===== src/rtl/ad7864_multi_drv.sv =====
// Multi-chip AD7864 acquisition sequencer: shared CONVST, BUSY wait, per-chip/channel reads, tagged samples.
// Optional BUSY-wait timeout is compiled in with `define AD7864_TIMEOUT_EN.
module ad7864_multi_drv #(
  parameter int CHIP_NO  = 4,
  parameter int CH_NUM   = 4,
  parameter int DATA_W   = 12,
  parameter int CONV_CYC = 2,
  parameter int RD_CYC   = 3,
  parameter int TMO_CYC  = 255
) (
  input  logic               clkin,
  input  logic               rst,
  input  logic               dsp_conv_bar,
  output logic               ad_conv_bar,
  output logic [CHIP_NO-1:0] ad_cs_bar,
  output logic               ad_rd_bar,
  output logic [3:0]         ad_sl,
  input  logic [CHIP_NO-1:0] ad_busy,
  input  logic [DATA_W-1:0]  ad_db,
  output logic [DATA_W-1:0]  smp_data,
  output logic [2:0]         smp_chip,
  output logic [1:0]         smp_ch,
  output logic               smp_vld,
  output logic               db_rdy,
  output logic               seq_busy,
  output logic               err_ovr,
  output logic               err_tmo
);

  localparam int CNT_M1 = (CONV_CYC > RD_CYC) ? CONV_CYC : RD_CYC;
  localparam int CNT_M2 = (CNT_M1 > TMO_CYC) ? CNT_M1 : TMO_CYC;
  localparam int CNT_W  = $clog2(CNT_M2 + 1);

  typedef enum logic [2:0] {IDLE, CONV, WAIT_HI, WAIT_LO, CS_SETUP, READ, GAP, DONE} state_t;

  state_t            state_reg, state_next;
  logic [CNT_W-1:0]  cnt_reg, cnt_next;
  logic [2:0]        chip_reg, chip_next;
  logic [1:0]        ch_reg, ch_next;
  logic              sync1_reg, sync2_reg, sync3_reg;
  logic              req, capture, frame_done, tmo_abort, tmo_hit, cs_act;
  logic [DATA_W-1:0] smp_data_reg;
  logic [2:0]        smp_chip_reg;
  logic [1:0]        smp_ch_reg;
  logic              smp_vld_reg, db_rdy_reg, seq_busy_reg, err_ovr_reg, err_tmo_reg;

  // sync3 is the edge register: a request is a falling edge of the synchronised input
  always_ff @(posedge clkin or posedge rst) begin
    if (rst) begin
      sync1_reg <= 1'b1;
      sync2_reg <= 1'b1;
      sync3_reg <= 1'b1;
    end else begin
      sync1_reg <= dsp_conv_bar;
      sync2_reg <= sync1_reg;
      sync3_reg <= sync2_reg;
    end
  end
  assign req = sync3_reg & ~sync2_reg;

`ifdef AD7864_TIMEOUT_EN
  assign tmo_hit = (cnt_reg == CNT_W'(TMO_CYC - 1));
`else
  assign tmo_hit = 1'b0;
`endif

  always_ff @(posedge clkin or posedge rst) begin
    if (rst) begin
      state_reg <= IDLE;
      cnt_reg   <= '0;
      chip_reg  <= '0;
      ch_reg    <= '0;
    end else begin
      state_reg <= state_next;
      cnt_reg   <= cnt_next;
      chip_reg  <= chip_next;
      ch_reg    <= ch_next;
    end
  end

  always_comb begin
    state_next = state_reg;
    cnt_next   = cnt_reg;
    chip_next  = chip_reg;
    ch_next    = ch_reg;
    capture    = 1'b0;
    frame_done = 1'b0;
    tmo_abort  = 1'b0;
    case (state_reg)
      IDLE: begin
        cnt_next = '0;
        if (req) state_next = CONV;
      end
      CONV: begin
        if (cnt_reg == CNT_W'(CONV_CYC - 1)) begin
          state_next = WAIT_HI;
          cnt_next   = '0;
        end else begin
          cnt_next = cnt_reg + CNT_W'(1);
        end
      end
      WAIT_HI: begin
        if (|ad_busy) begin
          state_next = WAIT_LO;
          cnt_next   = '0;
        end else if (tmo_hit) begin
          state_next = IDLE;
          tmo_abort  = 1'b1;
        end else begin
`ifdef AD7864_TIMEOUT_EN
          cnt_next = cnt_reg + CNT_W'(1);
`endif
        end
      end
      WAIT_LO: begin
        if (~|ad_busy) begin
          state_next = CS_SETUP;
          cnt_next   = '0;
          chip_next  = '0;
          ch_next    = '0;
        end else if (tmo_hit) begin
          state_next = IDLE;
          tmo_abort  = 1'b1;
        end else begin
`ifdef AD7864_TIMEOUT_EN
          cnt_next = cnt_reg + CNT_W'(1);
`endif
        end
      end
      CS_SETUP: begin
        state_next = READ;
        cnt_next   = '0;
      end
      READ: begin
        if (cnt_reg == CNT_W'(RD_CYC - 1)) begin
          capture    = 1'b1;
          state_next = GAP;
          cnt_next   = '0;
        end else begin
          cnt_next = cnt_reg + CNT_W'(1);
        end
      end
      GAP: begin
        if (ch_reg != 2'(CH_NUM - 1)) begin
          ch_next    = ch_reg + 2'd1;
          state_next = READ;
        end else if (chip_reg != 3'(CHIP_NO - 1)) begin
          chip_next  = chip_reg + 3'd1;
          ch_next    = '0;
          state_next = CS_SETUP;
        end else begin
          state_next = DONE;
        end
      end
      DONE: begin
        frame_done = 1'b1;
        state_next = IDLE;
      end
      default: state_next = IDLE;
    endcase
  end

  always_ff @(posedge clkin or posedge rst) begin
    if (rst) begin
      smp_data_reg <= '0;
      smp_chip_reg <= '0;
      smp_ch_reg   <= '0;
      smp_vld_reg  <= 1'b0;
      db_rdy_reg   <= 1'b0;
      seq_busy_reg <= 1'b0;
      err_ovr_reg  <= 1'b0;
      err_tmo_reg  <= 1'b0;
    end else begin
      smp_vld_reg <= capture;
      db_rdy_reg  <= frame_done;
      err_ovr_reg <= req && (state_reg != IDLE);
      err_tmo_reg <= tmo_abort;
      if (capture) begin
        smp_data_reg <= ad_db;
        smp_chip_reg <= chip_reg;
        smp_ch_reg   <= ch_reg;
      end
      if (state_reg == IDLE && req)   seq_busy_reg <= 1'b1;
      else if (frame_done || tmo_abort) seq_busy_reg <= 1'b0;
    end
  end

  // Strobes decode straight from the state register so reset releases them without waiting for a clock
  assign cs_act      = (state_reg == CS_SETUP) || (state_reg == READ) || (state_reg == GAP);
  assign ad_conv_bar = (state_reg != CONV);
  assign ad_rd_bar   = (state_reg != READ);

  generate
    for (genvar gi = 0; gi < CHIP_NO; gi++) begin : g_cs
      assign ad_cs_bar[gi] = ~(cs_act && (chip_reg == 3'(gi)));
    end
    for (genvar gi = 0; gi < 4; gi++) begin : g_sl
      assign ad_sl[gi] = (gi < CH_NUM) ? 1'b1 : 1'b0;
    end
  endgenerate

  assign smp_data = smp_data_reg;
  assign smp_chip = smp_chip_reg;
  assign smp_ch   = smp_ch_reg;
  assign smp_vld  = smp_vld_reg;
  assign db_rdy   = db_rdy_reg;
  assign seq_busy = seq_busy_reg;
  assign err_ovr  = err_ovr_reg;
  assign err_tmo  = err_tmo_reg;

endmodule


===== config.mk =====
export PLATFORM = sky130hd
export DESIGN_NAME = ad7864_multi_drv
export DESIGN_NICKNAME = d
export VERILOG_FILES = /design/src/rtl/ad7864_multi_drv.sv
export SDC_FILE = /design/constraint.sdc
export NUM_CORES = 1
export LEC_CHECK = 0
export ABC_CLOCK_PERIOD_IN_PS = 5500
export BUFFER_PORTS_ARGS = -buffer_cell sky130_fd_sc_hd__buf_2
export CAP_MARGIN = 20
export CORE_MARGIN = 2
export CORE_UTILIZATION = 55
export CTS_CLUSTER_SIZE = 14
export DETAILED_ROUTE_END_ITERATION = 8
export PLACE_DENSITY = 0.82
export SLEW_MARGIN = 20
export SYNTH_ARGS = -nofsm -noshare
export SYNTH_HDL_FRONTEND = slang
export SYNTH_SLANG_ARGS = --single-unit

===== constraint.sdc =====
create_clock -name clkin -period 5.5 [get_ports clkin]
set_clock_uncertainty 0.05 [all_clocks]
set_input_delay 0.275 -clock clkin [delete_from_list [all_inputs] [get_ports clkin]]
set_output_delay 0.275 -clock clkin [all_outputs]
set_load 0.02 [all_outputs]

==> reports/metrics.csv, run 1 <==
metric,value,unit
worst skew pair latency,0.33,ns
Internal,0.535,mW
share of cells above drive strength 1,0.367,
via/cell ratio,5.17,
post-synth top area share,0.466,
unrepaired setup endpoints after global routing,no,
CP Max Fanout,11,
clock power share,0.228,
CP peak stage delay,0.83,ns
Final Critical Period,2.44,ns
Worst R2R Start,cnt_reg[4],
hold depth,2,
GP Congestion,0.725,
final net count,245,
"CTS clk-pin slew, worst paths",0.12,ns
Yosys reg bits,40,
max reg flops,12,
CTS tree,built,
worst hold start,ad_db[3],
Std-Cell Rows,21,
pwr dens,355,nW/um^2
HPWL Detailed,2490,um
critical path startpoint category,register,
sw frac,0.347,
largest net degree at the start of global routing,41,
logic gate share of total power,0.282,
Post-synth ARST share,1.00,
Peak VDD IR,185,uV
# Post-CTS Setup Buffers,0,
worst min path class,in2reg,
"Hold Violations, Final",0,
Least-Margin Pin Slew,0.933,ns
CTS Sinks,40,
FMAX,410,MHz
area of placed instances,2210,sq um
top_reg_cell synth,dfrtp_1,
critical path required time,5.67,ns
number of global-route vias before repair,1350,
Setup CP Type,reg2reg,
leakage power,1.21,nW
CTS Buffer Depth,2,
slowest cell on the critical path,o41ai_2,
Max Slew Vio Count,0,
worst setup slack after layout,3.06,ns
cells on worst reg2reg path,4,
post-route ant nets,0,
slew margin rel.,0.371,
top post-synthesis cells by area,"dfrtp_1 47%, mux2_4 6.8%, ha_1 5.7%",
routed len/inst,13.0,um
Pre-antenna DRT Iters,4,
Net Switching,0.284,mW
post-synthesis cell area,1990,sq um
setup slack on the worst flop-to-flop path,3.06,ns
arrival time worst endpoint,2.61,ns
Synth warnings,0,
Crit path max-delay family,compound AO/OA/AOI/OAI gates,
status,"finished, final reports clean",
Die Area,4110,sq um
initial core utilization,0.586,
Port Buf Inserts,45,
setup TNS,0,ns
Synth cell types,39,
area grow syn2layout,16.2,%
Critical Path Sink Type,register,
vias post-DR,1366,
Total GRT Usage,0.193,
reg2reg end,cnt_reg[6],
sequential share of power,0.490,
sequential area share after synthesis,0.506,
antenna violations before repair,0,
IO Count,51,
die width,64.1,um
cells after synthesis,172,
Levels on crit path,4,
Finished Cell Area,2310,sq um
worst path cell trace,or4_4 -> o41ai_2 -> nor4_1 -> a211o_1,
drt total wl,3430,um
crit share post-route,0.444,
die height,64.1,um
final setup fails,0,
number of enable flip-flop cells after synthesis,0,
Setup WS pre-CTS,3.07,ns
Max-cap violations,0,
leading area contributor after synthesis,dfrtp_1,
Root Buffer,clkbuf_4,
number of remaining DRC errors,0,
Tot Pwr,0.819,mW
first-pass GRT wire length,6030,um
Overflow after GRT,0,
CTS Buf Count,5,
WP buf/inv,0,
hold path endpoint,smp_data[3],
Mean Syn Cell Area,11.5,sq um
ant diodes,0,
H-tree levels,2,
Initial DRC Count,65,
core region area,3390,sq um
placed cells by master, fill, tap and decap left out, types with 2 or more instances in the layout:
cell type,Yosys,routed
conb_1,2,5
dlygate4sd3_1,0,2
and3b_1,4,4
or3_1,2,2
o21ai_0,8,8
nand3_1,4,4
a211o_1,4,4
mux2_2,8,8
dfrtp_1,37,37
mux2_4,9,9
inv_1,8,8
dfstp_2,3,3
and3_1,3,3
a21o_1,3,3
a32o_1,2,2
clkbuf_4,0,5
nor3_1,7,7
nand2_1,14,14
nor2_1,9,9
ha_1,9,9
buf_2,0,45
nor2b_1,3,3
o2bb2ai_1,2,2
nand2b_1,2,2
a21oi_1,2,2
nor4_1,2,2
power by group through the flow:
stage | combinational (mW) | sequential (mW) | clock (mW)
2_1_floorplan | 0.167 | 0.410 | 0
3_3_place_gp | 0.227 | 0.403 | 0
3_5_place_dp | 0.233 | 0.407 | 0
4_1_cts | 0.235 | 0.402 | 0.194
5_1_grt | 0.261 | 0.414 | 0.208
6_report | 0.231 | 0.401 | 0.187
per-stage QoR:
step / hold WS (ns) / utilization / instances
5_1_grt: 0.0758 / 0.681 / 264
2_1_floorplan: 0.229 / - / 175
4_1_cts: 0.0995 / 0.681 / 264
6_report: 0.108 / 0.681 / 264
3_5_place_dp: 0.304 / 0.651 / 254
3_3_place_gp: 0.296 / 0.651 / 254
Yosys cell counts (3+ instances only):
cell type / instances
nor2b_1: 3
a211o_1: 4
clkbuf_1: 5
dfstp_2: 3
o21ai_0: 8
nand3_1: 4
buf_4: 6
mux2_2: 8
ha_1: 9
mux2_4: 9
a21o_1: 3
nor2_1: 9
and3b_1: 4
nand2_1: 14
inv_1: 8
dfrtp_1: 37
nor3_1: 7
and3_1: 3
logic make-up after synthesis:
| family | count (synthesis) | share of synthesized area |
|---|---|---|
| AO/OA/AOI/OAI | 25 | 0.0945 |
| adder cells (fa/ha/maj) | 9 | 0.0567 |
| buffers and inverters | 21 | 0.0554 |
| flip-flops | 40 | 0.506 |
| multiplexers | 18 | 0.118 |
| other | 2 | 0.00378 |
| AND/OR/NAND/NOR | 57 | 0.165 |
worst max-delay path by stage:
stage	startpoint	to	slack (ns)
after detailed placement	cnt_reg[4]	cnt_reg[6]	3.07
after global placement	cnt_reg[4]	cnt_reg[6]	3.11
after floorplan	cnt_reg[4]	smp_ch[0]	3.52
after global routing	cnt_reg[4]	cnt_reg[6]	2.88
after CTS	cnt_reg[4]	cnt_reg[6]	3.05
final	cnt_reg[4]	cnt_reg[6]	3.06
area by class of cell:
type                            count  area (sq um)
Clock buffer                        5          37.5
Clock inverter                      3          42.5
Fill cell                         281          1080
Inverter                            8          30.0
Multi-Input combinational cell    114           882
Sequential cell                    40          1000
Tap cell                           46          57.6
Timing Repair Buffer               48           253
routing by layer:
| metal | track usage | wire [um] | vias to the layer above |
|---|---|---|---|
| li1 | - | - | 686 |
| met4 | 0.0734 | 32 | 0 |
| met1 | 0.230 | 1520 | 641 |
| met3 | 0.0546 | 174 | 2 |
| met5 | 0 | 0 | - |
| met2 | 0.329 | 1700 | 37 |
timing repair:
| action | in CTS | in global routing |
|---|---|---|
| hold buffers | 2 | 0 |
| endpoints found under the hold margin | 38 | 0 |
| resized for setup | 0 | 0 |
| endpoints found under the setup margin | 0 | 0 |
(Power assumes the default switching activity.)
==> inputs of run 2 (changes only) <==
--- a/config.mk
+++ b/config.mk
@@ -5,14 +5,14 @@
 export SDC_FILE = /design/constraint.sdc
 export NUM_CORES = 1
 export LEC_CHECK = 0
-export ABC_CLOCK_PERIOD_IN_PS = 5500
+export ABC_CLOCK_PERIOD_IN_PS = 2150
 export BUFFER_PORTS_ARGS = -buffer_cell sky130_fd_sc_hd__buf_2
 export CAP_MARGIN = 20
 export CORE_MARGIN = 2
-export CORE_UTILIZATION = 55
+export CORE_UTILIZATION = 47
 export CTS_CLUSTER_SIZE = 14
 export DETAILED_ROUTE_END_ITERATION = 8
-export PLACE_DENSITY = 0.82
+export PLACE_DENSITY = 0.75
 export SLEW_MARGIN = 20
 export SYNTH_ARGS = -nofsm -noshare
 export SYNTH_HDL_FRONTEND = slang
==> constraint.sdc (replaced) <==
create_clock -name clkin -period 2.15 [get_ports clkin]
set_clock_uncertainty 0.05 [all_clocks]
set_input_delay 0.1075 -clock clkin [delete_from_list [all_inputs] [get_ports clkin]]
set_output_delay 0.1075 -clock clkin [all_outputs]
set_load 0.02 [all_outputs]
==> reports/metrics.csv, run 2 (synthesis gave the netlist of run 1 again) <==
metric,value,unit
largest net degree at the start of global routing,41,
hold slack,0.00834,ns
Root Buffer,clkbuf_8,
"commonest non-fill, non-tap cell in the layout",buf_2,
worst min path class,in2reg,
highest-count cells in the layout ignoring fill and taps,"45 x buf_2, 37 x dfrtp_1, 14 x nand2_1, 12 x buf_4, 10 x dlygate4sd3_1",
Worst R2R Start,cnt_reg[6],
ant diodes,0,
crit path from,cnt_reg[6],
Finished Cell Area,2500,sq um
area of placed instances,2290,sq um
final setup fails,0,
Least-Margin Pin Slew,0.502,ns
Std-Cell Rows,23,
reg2reg end,cnt_reg[4],
FMAX,495,MHz
"CTS clk-pin slew, worst paths",0.07,ns
Overflow after GRT,0,
number of remaining DRC errors,0,
vias post-DR,1454,
pwr dens,922,nW/um^2
critical path endpoint,cnt_reg[4],
setup TNS,0,ns
via/cell ratio,5.07,
Peak VDD IR,451,uV
Port Buf Inserts,45,
critical path required time,2.27,ns
Setup WS pre-CTS,0.171,ns
CTS Sinks,40,
Max-cap violations,0,
initial core utilization,0.493,
Critical Path Sink Type,register,
final std cells w/o fill,287,
"Hold Violations, Final",0,
CP Max Fanout,9,
setup slack on the worst flop-to-flop path,0.13,ns
Setup CP Type,reg2reg,
final net count,264,
hold_buf cts,9,
drt total wl,3800,um
arrival time worst endpoint,2.14,ns
Die Area,4760,sq um
cells on worst reg2reg path,5,
GP Congestion,0.802,
Total GRT Usage,0.170,
worst skew pair latency,0.29,ns
leakage power,1.32,nW
worst setup slack after layout,0.131,ns
final core utilization,0.621,
IO Count,51,
Pre-antenna DRT Iters,4,
CTS tree,built,
unrepaired setup endpoints after global routing,no,
CTS Buffer Depth,2,
Layout fillers,354,
HPWL Detailed,2760,um
die height,69,um
routed len/inst,13.2,um
Final Critical Period,2.02,ns
area grow syn2layout,26.0,%
# Post-CTS Setup Buffers,0,
CTS Buf Count,5,
critical path startpoint category,register,
status,"finished, final reports clean",
die width,69,um
antenna violations before repair,0,
number of global-route vias before repair,1416,
Max Slew Vio Count,0,
share of cells above drive strength 1,0.380,
H-tree levels,2,
slew margin rel.,0.665,
max reg flops,12,
Cell Count Post-Placement,269,
crit share post-route,0.939,
Tot Pwr,2.31,mW
first-pass GRT wire length,6610,um
cts repair resizes,0,
Initial DRC Count,85,
core region area,4030,sq um
post-route ant nets,0,
run 2: cell types whose count changed in the layout (fill, tap and decap cells not counted), sizes merged:
cell,change
clkbuf,+1
buf,+11
dlygate4sd3,+8
clkinvlp,-1
run 2: worst min-delay path by stage:
stage,from,depth (start not counted),end,slack [ns]
after floorplan,dsp_conv_bar,0,sync1_reg,0.06
after global placement,dsp_conv_bar,1,sync1_reg,0.17
after detailed placement,dsp_conv_bar,1,sync1_reg,0.16
after CTS,ad_db[3],2,smp_data[3],0.001
after global routing,ad_db[0],2,smp_data[0],0.002
final,ad_db[7],2,smp_data[7],0.008
run 2: area by class of cell:
cell class,instances,area (sq um),share of cell area
inverter,8,30.0,0.0120
timing repair buffer,67,415,0.166
tap,50,62.6,0.0250
clock inverter,2,35.0,0.0140
sequential,40,1000,0.401
multi-input combinational,114,882,0.353
clock buffer,6,72.6,0.0290
run 2: worst max-delay path, cell delays in order (launching register included):
cell and delay [ns]:
dfrtp_1 0.42, or4_4 0.52, o41ai_2 0.36, buf_4 0.23, nor3_1 0.06, a211o_1 0.26
run 2: where the power goes:
group | total, mW | switching [mW] | internal, mW
Clock | 0.590 | 0.245 | 0.344
Sequential | 0.977 | 0.0971 | 0.880
Combinational | 0.740 | 0.415 | 0.325
Total | 2.31 | 0.757 | 1.55
run 2: layer usage:
| layer | vias to the layer above | track usage | share of wire | routed length [um] |
|---|---|---|---|---|
| li1 | 714 | - | - | - |
| met1 | 691 | 0.208 | 0.42 | 1600 |
| met2 | 40 | 0.287 | 0.51 | 1950 |
| met5 | - | 0 | 0 | 0 |
| met3 | 9 | 0.0439 | 0.044 | 167 |
| met4 | 0 | 0.0675 | 0.021 | 79 |
==> inputs of run 3 (changes only) <==
--- a/config.mk
+++ b/config.mk
@@ -10,6 +10,7 @@
 export CAP_MARGIN = 20
 export CORE_MARGIN = 2
 export CORE_UTILIZATION = 47
+export CTS_BUF_LIST = sky130_fd_sc_hd__clkbuf_16
 export CTS_CLUSTER_SIZE = 14
 export DETAILED_ROUTE_END_ITERATION = 8
 export PLACE_DENSITY = 0.75
==> reports/metrics.csv, run 3 (synthesis gave the netlist of run 1 again) <==
metric,value,unit
first-pass GRT wire length,6520,um
antenna violations before repair,0,
worst skew pair latency,0.27,ns
Final Critical Period,2.02,ns
post-route ant nets,0,
Total GRT Usage,0.168,
FMAX,494,MHz
Cell Count Post-Placement,269,
cts repair resizes,0,
die height,69,um
Tot Pwr,2.52,mW
max reg flops,12,
H-tree levels,2,
cells on worst reg2reg path,5,
Setup WS pre-CTS,0.171,ns
number of remaining DRC errors,0,
setup TNS,0,ns
die width,69,um
routed len/inst,13.7,um
Max-cap violations,0,
area of placed instances,2290,sq um
"Hold Violations, Final",0,
GP Congestion,0.802,
CTS Sinks,40,
final std cells w/o fill,279,
setup slack on the worst flop-to-flop path,0.13,ns
initial core utilization,0.493,
hold slack,0.0105,ns
Overflow after GRT,0,
Die Area,4760,sq um
arrival time worst endpoint,2.13,ns
Finished Cell Area,2480,sq um
Setup CP Type,reg2reg,
largest net degree at the start of global routing,41,
Pre-antenna DRT Iters,4,
final core utilization,0.615,
pwr dens,1020,nW/um^2
IO Count,51,
core region area,4030,sq um
"commonest non-fill, non-tap cell in the layout",buf_2,
area grow syn2layout,24.8,%
hold depth,2,
hold path endpoint,smp_data[4],
worst min path class,in2reg,
Root Buffer,clkbuf_16,
Port Buf Inserts,45,
worst setup slack after layout,0.128,ns
crit share post-route,0.941,
Initial DRC Count,118,
"CTS clk-pin slew, worst paths",0.06,ns
HPWL Detailed,2760,um
CTS tree,built,
highest-count cells in the layout ignoring fill and taps,"45 x buf_2, 37 x dfrtp_1, 14 x nand2_1, 12 x buf_4",
ant diodes,0,
reg2reg end,cnt_reg[4],
leakage power,1.31,nW
Std-Cell Rows,23,
Peak VDD IR,673,uV
crit path from,cnt_reg[6],
number of global-route vias before repair,1398,
Critical Path Sink Type,register,
Worst R2R Start,cnt_reg[6],
Layout fillers,348,
CTS Buf Count,5,
Max Slew Vio Count,0,
final setup fails,0,
unrepaired setup endpoints after global routing,no,
critical path required time,2.26,ns
worst hold start,ad_db[4],
CTS Buffer Depth,2,
vias post-DR,1435,
status,"finished, final reports clean",
CP Max Fanout,9,
share of cells above drive strength 1,0.393,
critical path startpoint category,register,
final net count,256,
via/cell ratio,5.14,
drt total wl,3820,um
[run 3: cell count changes in the layout (fill, tap and decap cells not counted)]
| cell | before | now |
|---|---|---|
| dlygate4sd3_1 | 10 | 2 |
| clkbuf_16 | 0 | 5 |
| clkbuf_8 | 5 | 0 |
| clkbuf_1 | 1 | 0 |
| inv_1 | 8 | 9 |
[run 3: critical path: stages (launching register included)]
cell	delay, ns
dfrtp_1	0.42
or4_4	0.53
o41ai_2	0.36
buf_4	0.23
nor3_1	0.06
a211o_1	0.26
[run 3: worst max-delay path by stage]
stage                 endpoint  slack (ns)  cells after the start
floorplan            smp_ch[0]        0.17                      5
global placement    cnt_reg[6]        0.22                      5
detailed placement  cnt_reg[2]        0.17                      5
CTS                 cnt_reg[6]        0.13                      5
global route        cnt_reg[4]        0.06                      5
finish              cnt_reg[4]        0.13                      5
[run 3: repair_timing]
item	CTS	global route
hold buffers	2	0
hold endpoints to repair	38	0
buffers inserted	0	0
[run 3: layout make-up]
class | instances | area (sq um) | area share
Tap cell | 50 | 62.6 | 0.0252
Clock inverter | 3 | 38.8 | 0.0156
Multi-Input combinational cell | 114 | 882 | 0.356
Timing Repair Buffer | 59 | 335 | 0.135
Sequential cell | 40 | 1000 | 0.405
Inverter | 8 | 30.0 | 0.0121
Clock buffer | 5 | 125 | 0.0505
[run 3: metal layers]
layer,routed length [um],track usage,vias to the layer above
li1,-,-,704
met1,1600,0.204,686
met2,2000,0.285,41
met3,191,0.0526,4
met4,37,0.0523,0
met5,0,0,-
[run 3: power breakdown]
part           internal (mW)  leakage [nW]  switching [mW]  total, mW
Clock                  0.540        0.0850           0.266      0.806
Combinational          0.316         0.723           0.418      0.734
Sequential             0.882         0.504          0.0990      0.981
